### src/rtl/keypad_pkg.sv
// Shared types and helpers for the 4x4 keypad scan path.
package keypad_pkg;

  localparam int NUM_COLS = 4;
  localparam int NUM_ROWS = 4;
  localparam int COL_W    = $clog2(NUM_COLS);
  localparam int ROW_W    = $clog2(NUM_ROWS);

  typedef enum logic [1:0] {
    SCAN     = 2'd0,
    DEBOUNCE = 2'd1,
    HELD     = 2'd2,
    RELEASE  = 2'd3
  } state_e;

  typedef logic [3:0] key_code_t;

  function automatic key_code_t pack_code(input logic [COL_W-1:0] col,
                                          input logic [ROW_W-1:0] row);
    return {col, row};
  endfunction

endpackage

### src/rtl/keypad_scan_ctrl_if.sv
// Keypad-side and key-encoder-side signals of the scan controller.
interface keypad_scan_ctrl_if;
  import keypad_pkg::*;

  logic                en_tick_i;
  logic [NUM_ROWS-1:0] fila_i;
  logic [COL_W-1:0]    col_o;
  key_code_t           key_code_o;
  logic                key_valid_o;
  logic                key_held_o;

  modport master (
    output en_tick_i, fila_i,
    input  col_o, key_code_o, key_valid_o, key_held_o
  );

  modport slave (
    input  en_tick_i, fila_i,
    output col_o, key_code_o, key_valid_o, key_held_o
  );

endinterface

### src/rtl/keypad_row_prio_enc.sv
// Lowest-index-wins encoder for the four row lines.
module keypad_row_prio_enc
  import keypad_pkg::*;
(
  input  logic [NUM_ROWS-1:0] row_i,
  output logic [ROW_W-1:0]    idx_o,
  output logic                any_o
);

  // Priority encode: row 0 has highest priority.
  always_comb begin
    any_o = |row_i;
    idx_o = 2'd0;
    if (row_i[0]) begin
      idx_o = 2'd0;
    end else if (row_i[1]) begin
      idx_o = 2'd1;
    end else if (row_i[2]) begin
      idx_o = 2'd2;
    end else if (row_i[3]) begin
      idx_o = 2'd3;
    end else begin
      idx_o = 2'd0;
    end
  end

endmodule

### src/rtl/keypad_scan_ctrl.sv
// Column scanner with press/release debounce; freezes the column while a key is down.
module keypad_scan_ctrl
  import keypad_pkg::*;
#(
  parameter int DEB_TICKS = 4,
  parameter int REL_TICKS = 4
) (
  input  logic                     clk,
  input  logic                     rst_i,
  keypad_scan_ctrl_if.slave        bus
);

  localparam logic [7:0] DEB_LIM = 8'(DEB_TICKS);
  localparam logic [7:0] REL_LIM = 8'(REL_TICKS);

  state_e           state_q, state_d;
  logic [COL_W-1:0] col_q, col_d;
  logic [ROW_W-1:0] row_idx_q, row_idx_d;
  logic [7:0]       deb_cnt_q, deb_cnt_d;
  logic [7:0]       rel_cnt_q, rel_cnt_d;
  key_code_t        key_code_q, key_code_d;
  logic             key_valid_q, key_valid_d;
  logic             key_held_q, key_held_d;

  logic [ROW_W-1:0] enc_idx_s;
  logic             enc_any_s;
  logic             row_sel_s;
  logic [7:0]       deb_nxt_s;
  logic [7:0]       rel_nxt_s;

  keypad_row_prio_enc u_prio_enc (
    .row_i (bus.fila_i),
    .idx_o (enc_idx_s),
    .any_o (enc_any_s)
  );

  assign bus.col_o       = col_q;
  assign bus.key_code_o  = key_code_q;
  assign bus.key_valid_o = key_valid_q;
  assign bus.key_held_o  = key_held_q;

  // Next-state and output decode; nothing moves unless a scan tick is present.
  always_comb begin
    state_d     = state_q;
    col_d       = col_q;
    row_idx_d   = row_idx_q;
    deb_cnt_d   = deb_cnt_q;
    rel_cnt_d   = rel_cnt_q;
    key_code_d  = key_code_q;
    key_valid_d = 1'b0;
    key_held_d  = key_held_q;

    row_sel_s = bus.fila_i[row_idx_q];
    deb_nxt_s = (deb_cnt_q < DEB_LIM) ? (deb_cnt_q + 8'd1) : DEB_LIM;
    rel_nxt_s = (rel_cnt_q < REL_LIM) ? (rel_cnt_q + 8'd1) : REL_LIM;

    if (bus.en_tick_i) begin
      case (state_q)
        SCAN: begin
          if (enc_any_s) begin
            row_idx_d = enc_idx_s;
            deb_cnt_d = 8'd1;
            state_d   = DEBOUNCE;
          end else begin
            col_d = col_q + 2'd1;
          end
        end
        DEBOUNCE: begin
          if (row_sel_s) begin
            deb_cnt_d = deb_nxt_s;
            if (deb_nxt_s >= DEB_LIM) begin
              state_d     = HELD;
              key_code_d  = pack_code(col_q, row_idx_q);
              key_valid_d = 1'b1;
              key_held_d  = 1'b1;
            end else begin
              state_d = DEBOUNCE;
            end
          end else begin
            // Column is not advanced, so the same column is re-examined next tick.
            state_d   = SCAN;
            deb_cnt_d = 8'd0;
          end
        end
        HELD: begin
          if (!row_sel_s) begin
            rel_cnt_d = 8'd1;
            if (REL_LIM <= 8'd1) begin
              state_d    = SCAN;
              key_held_d = 1'b0;
              col_d      = col_q + 2'd1;
            end else begin
              state_d = RELEASE;
            end
          end else begin
            state_d = HELD;
          end
        end
        RELEASE: begin
          if (!row_sel_s) begin
            rel_cnt_d = rel_nxt_s;
            if (rel_nxt_s >= REL_LIM) begin
              state_d    = SCAN;
              key_held_d = 1'b0;
              col_d      = col_q + 2'd1;
            end else begin
              state_d = RELEASE;
            end
          end else begin
            state_d   = HELD;
            rel_cnt_d = 8'd0;
          end
        end
        default: begin
          state_d = SCAN;
        end
      endcase
    end else begin
      state_d = state_q;
    end
  end

  // State and output registers with synchronous active-low reset.
  always_ff @(posedge clk) begin
    if (!rst_i) begin
      state_q     <= SCAN;
      col_q       <= 2'd0;
      row_idx_q   <= 2'd0;
      deb_cnt_q   <= 8'd0;
      rel_cnt_q   <= 8'd0;
      key_code_q  <= 4'd0;
      key_valid_q <= 1'b0;
      key_held_q  <= 1'b0;
    end else begin
      state_q     <= state_d;
      col_q       <= col_d;
      row_idx_q   <= row_idx_d;
      deb_cnt_q   <= deb_cnt_d;
      rel_cnt_q   <= rel_cnt_d;
      key_code_q  <= key_code_d;
      key_valid_q <= key_valid_d;
      key_held_q  <= key_held_d;
    end
  end

endmodule

### src/flat_wrapper.sv
// flat-port wrapper written by rule: the top's interface ports become plain ports
module keypad_scan_ctrl_flat import keypad_pkg::*;
#(
  parameter int DEB_TICKS = 4,
  parameter int REL_TICKS = 4
)
  (clk, rst_i, bus_en_tick_i, bus_fila_i, bus_col_o, bus_key_code_o, bus_key_valid_o, bus_key_held_o);
  keypad_scan_ctrl_if bus_i ();
  input  logic clk;
  input  logic rst_i;
  input wire logic [$bits(bus_i.en_tick_i)-1:0] bus_en_tick_i;
  input wire logic [$bits(bus_i.fila_i)-1:0] bus_fila_i;
  output wire logic [$bits(bus_i.col_o)-1:0] bus_col_o;
  output wire logic [$bits(bus_i.key_code_o)-1:0] bus_key_code_o;
  output wire logic [$bits(bus_i.key_valid_o)-1:0] bus_key_valid_o;
  output wire logic [$bits(bus_i.key_held_o)-1:0] bus_key_held_o;
  assign bus_i.en_tick_i = bus_en_tick_i;
  assign bus_i.fila_i = bus_fila_i;
  assign bus_col_o = bus_i.col_o;
  assign bus_key_code_o = bus_i.key_code_o;
  assign bus_key_valid_o = bus_i.key_valid_o;
  assign bus_key_held_o = bus_i.key_held_o;
  keypad_scan_ctrl #(.DEB_TICKS(DEB_TICKS), .REL_TICKS(REL_TICKS)) u_core (.clk(clk), .rst_i(rst_i), .bus(bus_i));
endmodule
### config.mk
export PLATFORM = sky130hd
export DESIGN_NAME = keypad_scan_ctrl_flat
export DESIGN_NICKNAME = d
export VERILOG_FILES = /design/src/rtl/keypad_pkg.sv /design/src/rtl/keypad_scan_ctrl_if.sv /design/src/rtl/keypad_row_prio_enc.sv /design/src/rtl/keypad_scan_ctrl.sv /design/src/flat_wrapper.sv
export SDC_FILE = /design/constraint.sdc
export NUM_CORES = 1
export LEC_CHECK = 0
export ABC_AREA = 0
export CORE_ASPECT_RATIO = 0.75
export CORE_UTILIZATION = 47
export CTS_CLUSTER_SIZE = 30
export DETAILED_ROUTE_END_ITERATION = 16
export MAX_ROUTING_LAYER = met4
export PLACE_DENSITY_LB_ADDON = 0.2
export SETUP_SLACK_MARGIN = 0.15
export SLEW_MARGIN = 20
export SYNTH_ARGS = -nofsm -noshare
export SYNTH_HDL_FRONTEND = slang
export SYNTH_SLANG_ARGS = --single-unit
export TNS_END_PERCENT = 5
### constraint.sdc
create_clock -name clk -period 1.9 [get_ports clk]
set_clock_uncertainty 0.2 [all_clocks]
set_input_delay 0.19 -clock clk [delete_from_list [all_inputs] [get_ports clk]]
set_output_delay 0.19 -clock clk [all_outputs]
set_load 0.05 [all_outputs]
==> impl_summary.log <==
[metrics] outcome: finished with violations
[metrics] violations in the final reports: setup timing
[metrics] num ports: 15
[metrics] cell area after synthesis: 1160 um^2
[metrics] fraction of final layout cells sized beyond drive strength 1: 0.208
[metrics] gate count after technology mapping: about 130
[metrics] DRC violation count after routing: 0
[metrics] maximum clock path buffer count: 2
[metrics] fin crit period: 1.90 ns
[metrics] top library cells by usage in the layout, fill and taps aside: dfxtp_1 (27), nand2_1 (19), buf_4 (17)
[metrics] Die Y: 45.0 um
[metrics] required time at the worst-slack endpoint: 1.97 ns
[metrics] FF-to-FF setup slack: -0.004 ns
[metrics] number of design-rule violations left by the first detailed-router iteration: 52
[metrics] Worst EP arrival: 1.98 ns
[metrics] element type at the critical path end: flop
[metrics] startpoint class of the critical path: flop
[metrics] Hold Path End: u_core.bus.key_code_o[2]
[metrics] proportion of synthesized area in mux cells: 0.0626
[metrics] fraction of registers with async set or reset after synthesis: 0
[metrics] leakage power: around 0.00063 uW
[metrics] Num CTS Buffers: 3
[metrics] TritonCTS clock tree: yes
[metrics] number of clock sinks: 28
[metrics] Final Setup Violations: 1
[metrics] first-pass GRT wire length: ~4300 um
[metrics] RR Startpoint: u_core.row_idx_q[0]
[metrics] final setup margin: -0.00436 ns
[metrics] classification of the worst-slack hold path: reg -> reg
[metrics] via count: 985
[metrics] xor and xnor fraction of the mapped netlist area: 0
[metrics] H-tree levels: 1
[metrics] number of enable-type register cells in the synthesized netlist: 0
[metrics] Layout Area Growth over Synthesis: 28.4%
[metrics] Sequential Power Share: 0.549
[metrics] adder-cell share of the synthesized area: 0.0216
[metrics] post-DP HPWL: about 1900 um
[metrics] vias per inst: 5.24
[metrics] Post-CTS Setup Inserts: 0
[metrics] instance area after placement: roughly 1400 um^2
[metrics] Synth Flop Type: dfxtp_1
[metrics] Core Box Area: 2310 um^2
[metrics] total power draw: 1100 uW
[metrics] total die area: roughly 2700 um^2
[metrics] Layout fillers: 198
[metrics] ratio of total power to cell area: 739 nW/um^2
[metrics] compound-cell area share of the yosys netlist: 0.153
[metrics] Clock power frac: 0.355
[metrics] total detailed-routing wirelength: 2530 um
[metrics] starting density of the core: 0.502
[metrics] row cnt: 15
[metrics] RSZ-0062 raised after global routing: yes
[metrics] post-route cell area: 1490 um^2
[metrics] antenna fix cells: 0
[metrics] Synthesized Nets: 135
[metrics] transition time at the pin with the least slew margin: 0.494 ns
[metrics] cell internal pwr: approximately 860 uW
[metrics] CTS root buffer: clkbuf_4
[metrics] largest net degree at the start of global routing: 18
[metrics] Reg clk slew, reported paths: 0.15 ns
[metrics] max-cap viol count: 0
[metrics] Cell variety after synth: 34
[metrics] synthesis warning total: 0
[metrics] Post-Synthesis Mean Instance Area: 9.21 um^2
[metrics] worst hold path stage count: 2
[metrics] area share of and/or/nand/nor cells after synthesis: 0.247
[metrics] initial antenna violation count: 0
[metrics] IO buf count: 14
[metrics] placer congestion estimate: 0.904
[metrics] Antenna Violating Nets Remaining: 0
[metrics] part of the Yosys area used for sequential elements: 0.483
[metrics] Total GRT Usage: 0.226
[metrics] final-report max-slew violation count: 0
[metrics] hold path start: u_core.bus.key_code_o[2]
[metrics] largest family of logic cells by synthesized area: simple AND/OR/NAND/NOR gates
[metrics] logic gate share of total power: 0.096
[metrics] residual overflow from global routing: 0
[metrics] worst vdd rail ir drop: between 0.6 and 0.7 mV
[metrics] Detailed Routing Iterations Pass 1: 4
[metrics] worst slew slack as a fraction of its limit: 0.672
[metrics] flops & latches, synth: 28
[metrics] crit path kind: reg -> reg
[metrics] portion of the clock cycle consumed by the worst path in the final layout: 1.00
[metrics] number of endpoints with negative hold slack in the final report: 0
[metrics] endpoint of the lowest-slack register-to-register path: u_core.bus.col_o[1]
[metrics] Switching Share: 0.216
[metrics] Post-layout nets: 164
[metrics] Max FO, Critical Path: 7
[metrics] most common cell after layout, fill and taps aside: dfxtp_1
[metrics] vias in the first global route: 955
[metrics] sw power: roughly 240 uW
[metrics] wire per inst: 13.4 um
[metrics] R2R cell count: 4
[metrics] Max Fclk: 0.525 GHz
[metrics] worst setup timing slack at the placement stage: -0.260 ns
[metrics] insertion delay to the later sink of the worst-skew pair: 0.33 ns
[metrics] Die Wd: 59.4 um
[metal layers]
| metal | share of wire | vias to the layer above | global-route usage |
|---|---|---|---|
| met1 | 0.50 | 443 | 0.314 |
| li1 | - | 508 | - |
| met4 | 0.020 | 0 | 0.0714 |
| met2 | 0.42 | 26 | 0.317 |
| met3 | 0.057 | 8 | 0.0630 |
| met5 | 0 | - | - |
[Yosys cell counts (2+ instances only)]
cell	number	area (um^2)
nor4_1	2	12.5
and2_1	5	31.3
dfxtp_1	28	561
ha_1	2	25.0
clkbuf_1	5	18.8
nand4_1	2	12.5
nand3_1	4	20.0
inv_1	4	15.0
a211o_1	3	26.3
and3_1	5	31.3
mux2i_1	5	50.1
a21oi_1	7	35.0
o21ai_0	2	10.0
nor3_1	2	10.0
o221a_2	3	33.8
nor2_1	11	41.3
nand2_1	19	71.3
[power groups by stage]
stage               clock, uW  sequential, uW  combinational (uW)
CTS                       399             604                 105
detailed placement          0             616                 102
global placement            0             616                99.6
finish                    391             604                 106
floorplan                   0             613                56.9
global route              424             606                 115
[worst max-delay path, stage by stage (launching register included)]
cell and delay [ns]:
dfxtp_2 0.39, mux4_2 0.58, a211o_1 0.30, a21boi_2 0.17, mux2i_1 0.20
[sequential cells by signal, indices dropped and copies added, names as in the netlist]
register                cells
u_core.deb_cnt_q            8
u_core.bus.key_valid_o      1
u_core.bus.key_held_o       1
u_core.state_q              2
u_core.row_idx_q            2
u_core.bus.col_o            2
u_core.rel_cnt_q            8
u_core.bus.key_code_o       4
[area by class of cell]
| type | instances | area, um^2 | share of cell area |
|---|---|---|---|
| timing repair buffer | 29 | 240 | 0.161 |
| tap | 34 | 42.5 | 0.0286 |
| sequential | 28 | 562 | 0.377 |
| inverter | 5 | 18.8 | 0.0126 |
| clock inverter | 1 | 30.0 | 0.0202 |
| multi-input combinational | 88 | 573 | 0.385 |
| clock buffer | 3 | 22.5 | 0.0151 |
[per-stage QoR]
| step | TNS (ns) | hold slack, ns | std cells | utilization |
|---|---|---|---|---|
| floorplan | 0 | 0.193 | 126 | - |
| global placement | -3.36 | 0.242 | 184 | 0.620 |
| detailed placement | -3.91 | 0.252 | 184 | 0.620 |
| CTS | 0 | 0.268 | 188 | 0.645 |
| global route | -0.452 | 0.285 | 188 | 0.645 |
| finish | -0.00436 | 0.267 | 188 | 0.645 |
[cells by family (layout without fill, tap and decap cells)]
group | Yosys count | after routing
and+or+nand+nor | 56 | 56
DFF | 28 | 28
AOI/OAI and AO/OA | 24 | 24
buffers and inverters | 10 | 38
muxes | 6 | 6
adders and majority gates | 2 | 2
[how the worst max path moves through the flow]
| stage | from | to | slack [ns] | depth (start not counted) |
|---|---|---|---|---|
| detailed placement | bus_fila_i[2] | u_core.bus.col_o[1] | -0.26 | 5 |
| CTS | u_core.row_idx_q[0] | u_core.bus.col_o[1] | 0.008 | 4 |
| floorplan | u_core.row_idx_q[0] | u_core.bus.col_o[1] | 0.09 | 4 |
| finish | u_core.row_idx_q[0] | u_core.bus.col_o[1] | -0.004 | 4 |
| global route | u_core.row_idx_q[0] | u_core.rel_cnt_q[6] | -0.07 | 4 |
| global placement | bus_fila_i[2] | u_core.rel_cnt_q[3] | -0.21 | 5 |
[repair_timing]
| item | in CTS | in global routing |
|---|---|---|
| hold buffers | 0 | 0 |
| hold endpoints to repair | 0 | 0 |
| endpoints found under the setup margin | 25 | 17 |
| gates resized for setup | 11 | 0 |
Power figures use the tool's default switching activity.
